--- src/rtl/seq_mult.sv ---
// Sequential shift-add multiplier: WIDTH x WIDTH -> 2*WIDTH, one multiplier bit per clock.
// Define SEQ_MULT_SIGNED_EN for two's-complement operands and product.
module seq_mult #(
   parameter  int WIDTH = 4,
   localparam int CW    = $clog2(WIDTH) + 1
) (
   input  logic                 clk,
   input  logic                 rst,
   input  logic                 start,
   input  logic [WIDTH-1:0]     A,
   input  logic [WIDTH-1:0]     B,
   output logic                 busy,
   output logic                 done,
   output logic [2*WIDTH-1:0]   P
);
   localparam int DW = 2 * WIDTH;

   typedef enum logic [1:0] {IDLE, CALC, DONE} state_t;

   state_t           state;
   logic [WIDTH-1:0] mcand, mplier;
   logic [DW-1:0]    acc, acc_next;
   logic [CW-1:0]    count;
   logic [WIDTH-1:0] a_in, b_in;

`ifdef SEQ_MULT_SIGNED_EN
   logic sign, sign_in;
   // Magnitudes are kept unsigned, so the most-negative value maps to 2^(WIDTH-1).
   assign a_in    = A[WIDTH-1] ? -A : A;
   assign b_in    = B[WIDTH-1] ? -B : B;
   assign sign_in = A[WIDTH-1] ^ B[WIDTH-1];
`else
   assign a_in = A;
   assign b_in = B;
`endif

   always_comb begin
      acc_next = acc;
      if (mplier[0]) acc_next = acc + (DW'(mcand) << count);
   end

   always_ff @(posedge clk) begin
      if (rst) begin
         state  <= IDLE;
         busy   <= 1'b0;
         done   <= 1'b0;
         P      <= '0;
         mcand  <= '0;
         mplier <= '0;
         acc    <= '0;
         count  <= '0;
`ifdef SEQ_MULT_SIGNED_EN
         sign   <= 1'b0;
`endif
      end else begin
         case (state)
            // DONE accepts a new start exactly like IDLE for back-to-back issue.
            IDLE, DONE: begin
               done <= 1'b0;
               if (start) begin
                  mcand  <= a_in;
                  mplier <= b_in;
                  acc    <= '0;
                  count  <= '0;
`ifdef SEQ_MULT_SIGNED_EN
                  sign   <= sign_in;
`endif
                  busy   <= 1'b1;
                  state  <= CALC;
               end else begin
                  state  <= IDLE;
               end
            end
            CALC: begin
               acc    <= acc_next;
               mplier <= mplier >> 1;
               count  <= count + 1'b1;
               if (count == CW'(WIDTH - 1)) begin
`ifdef SEQ_MULT_SIGNED_EN
                  P <= sign ? -acc_next : acc_next;
`else
                  P <= acc_next;
`endif
                  busy  <= 1'b0;
                  done  <= 1'b1;
                  state <= DONE;
               end
            end
            default: state <= IDLE;
         endcase
      end
   end
endmodule

--- config.mk ---
export PLATFORM = sky130hd
export DESIGN_NAME = seq_mult
export DESIGN_NICKNAME = d
export VERILOG_FILES = /design/src/rtl/seq_mult.sv
export SDC_FILE = /design/constraint.sdc
export NUM_CORES = 1
export LEC_CHECK = 0
export CAP_MARGIN = 20
export CORE_UTILIZATION = 50
export CTS_CLUSTER_DIAMETER = 120
export DETAILED_ROUTE_END_ITERATION = 10
export GPL_ROUTABILITY_DRIVEN = 1
export HOLD_SLACK_MARGIN = 0.08
export MAX_ROUTING_LAYER = met4
export PLACE_DENSITY = 0.78
export SLEW_MARGIN = 20
export SYNTH_ARGS = -nofsm -noshare
export SYNTH_HDL_FRONTEND = slang
export SYNTH_SLANG_ARGS = --single-unit
--- constraint.sdc ---
create_clock -name clk -period 2.7 [get_ports clk]
set_clock_uncertainty 0.1 [all_clocks]
set_input_delay 0.27 -clock clk [delete_from_list [all_inputs] [get_ports clk]]
set_output_delay 0.27 -clock clk [all_outputs]
set_load 0.01 [all_outputs]
==> flow_metrics.tcl <==
set metrics [dict create \
    status "finished, final reports clean" \
    synth_edf_count 0 \
    synth.distinct_cells 45 \
    start_kind "flip-flop" \
    layout_worst_path_cycle_share_pct 97.8 \
    slew_headroom_pct 58.1 \
    cts_max_level 2 \
    min_period_ns 2.64 \
    fmax_mhz 379 \
    netlist_area_sq_mm 0.00181 \
    grt_max_degree 34 \
    grt.overflow.total 0 \
    final_cells 302 \
    yosysSeqAreaShare_pct 34.4 \
    routed_wl_um 4240 \
    die_w_um 62.1 \
    antenna_found_initial 0 \
    cts-root-buf "clkbuf_4" \
    hold_viol 0 \
    setup_viol 0 \
    synth_common_cells "31 x dfxtp_1, 28 x nor2_1, 27 x nand2_1" \
    syn_nets 245 \
    max_cap_viol_count 0 \
    endpoint_kind "flip-flop" \
    cts_hold_buf 0 \
    numCtsBuffers 5 \
    final_core_utilization_pct 67.7 \
    final_antenna_net_count 0 \
    critPathKind "flip-flop to flip-flop" \
    whs_path_depth 3 \
    num_rows 21 \
    core_sq_mm 0.00339 \
    dp_hpwl_um 2950 \
    ys.flop_type "dfxtp_1" \
    grt_pass1_vias 1539 \
    yosys-top-cells-area "dfxtp_1 34%, ha_1 6.2%, nor2_1 5.8%" \
    worstPathArrival_ns 2.80 \
    grt_use_total_pct 25.8 \
    final_cell_area_sq_mm 0.00230 \
    route.detailed.drc 0 \
    io_buffers 20 \
    yosysTopAreaCell "dfxtp_1" \
    die_area_sq_mm 0.00386 \
    synthCells 224 \
    wl_per_cell_um 14.0 \
    powerDensity_mw_per_mm2 447 \
    final_nets 276 \
    syn_to_final_growth_pct 27.2 \
    synthArstFlopShare_pct 0 \
    die_y_um 62.1 \
    cts_tree "built" \
    path_clk_slew_ns 0.09 \
    cts.sinks 31 \
    synth_seq_cells 31 \
    drv_slew 0 \
    layout-drive-gt1-share_pct 19.5 \
    placed_cells 289 \
    whs_ns 0.361 \
    gp_congestion 0.846 \
    num_antenna_cells 0 \
    ys.warnings.count 0 \
    vias 1704 \
    drtIter0Drc 121 \
    vias_per_cell 5.64 \
    grt_pass1_wl_um 6950 \
    cp_data_required_time_ns 2.86 \
    synth_top_area_share_pct 34.4 \
    first_pass_iters 4 \
    clk_path_buf_depth 2 \
    dpl_cell_area_sq_mm 0.00212 \
    peakVddDrop_mv 0.252 \
    yosysMostFrequentCell "dfxtp_1" \
    syn_area_per_cell_sq_um 8.06 \
    clk_latency_ns 0.34 \
    start_util_pct 53.3 \
    p_leak_nw 0.862 \
    hold_path_class "primary input to flip-flop" \
    cp_max_fo 7 \
    ios 21 \
    r2r_cells 8 \
    tightest_slew_ns 0.628 \
]
## cell usage in the layout (no fill, tap or decap), drive strengths merged, types with 4 or more instances in the layout
cell / instances
nand2: 28
nand2b: 7
nand3: 5
ha: 9
a211oi: 10
a21oi: 18
o22ai: 4
buf: 18
nor3b: 4
mux2i: 7
nor3: 5
clkbuf: 6
nor2b: 4
dfxtp: 31
nor2: 28
o21ai: 9
clkdlybuf4s50: 20
## critical path, cell delays in order, from the launching register on
cell      delay (ns)
dfxtp_4         0.41
mux2i_1         0.35
o22ai_1         0.16
ha_1            0.35
and3_1          0.20
or3b_2          0.22
a21oi_2         0.06
or4_4           0.48
a311oi_2        0.23
## worst paths after layout
check | endpoint | start | slack (ns)
worst min register to register | done | done | 0.37
worst max-delay path | P[7] | count[0] | 0.06
worst min-delay path | mcand[0] | A[0] | 0.36
worst max register to register | P[7] | count[0] | 0.06
## report_power, final
| group | leakage [nW] | switching, mW | internal (mW) |
|---|---|---|---|
| Combinational | 0.559 | 0.0786 | 0.0733 |
| Clock | 0.0482 | 0.164 | 0.219 |
| Sequential | 0.255 | 0.0196 | 0.473 |
## kinds of logic (layout without fill, tap and decap cells)
family	Yosys count	in the layout	synth area share [%]
AND/OR/NAND/NOR	96	96	26.1
AO/OA/AOI/OAI	62	62	22.7
flip-flops	31	31	34.4
buffers and inverters	16	48	3.88
adder cells (fa/ha/maj)	10	10	7.35
multiplexers	8	8	5.13
XOR/XNOR	1	1	0.485
## flip-flops by register name (all words and copies together), names as in the netlist
signal	count
count	3
done	1
mcand	4
busy	1
mplier	4
acc	8
state	2
P	8
## metal layers
metal	GRT usage (%)	wire length, um
met5	-	0
met4	10.8	30
met3	4.97	203
met2	38.9	1970
met1	33.6	2030
## timing repair
action | 4_1_cts | 5_1_grt
endpoints found under the setup margin | 1 | 5
resized for setup | 1 | 16
pin swaps | 1 | 8
setup buffers | 0 | 5
## per-stage QoR
step                power (mW)  setup WS (ns)  TNS [ns]
detailed placement       0.637       -0.00667  -0.00667
global route              1.07        -0.0681    -0.150
finish                    1.03         0.0597         0
floorplan                0.590         0.0177         0
global placement         0.635         0.0317         0
CTS                       1.02        0.00740         0
## cell type report
type	instances	area (sq um)
Inverter	2	7.51
Clock inverter	2	35.0
Multi-Input combinational cell	177	1180
Clock buffer	6	51.3
Tap cell	46	57.6
Sequential cell	31	629
Fill cell	282	1090
Timing Repair Buffer	38	335
Note: power is estimated with default switching activity, not from simulation.
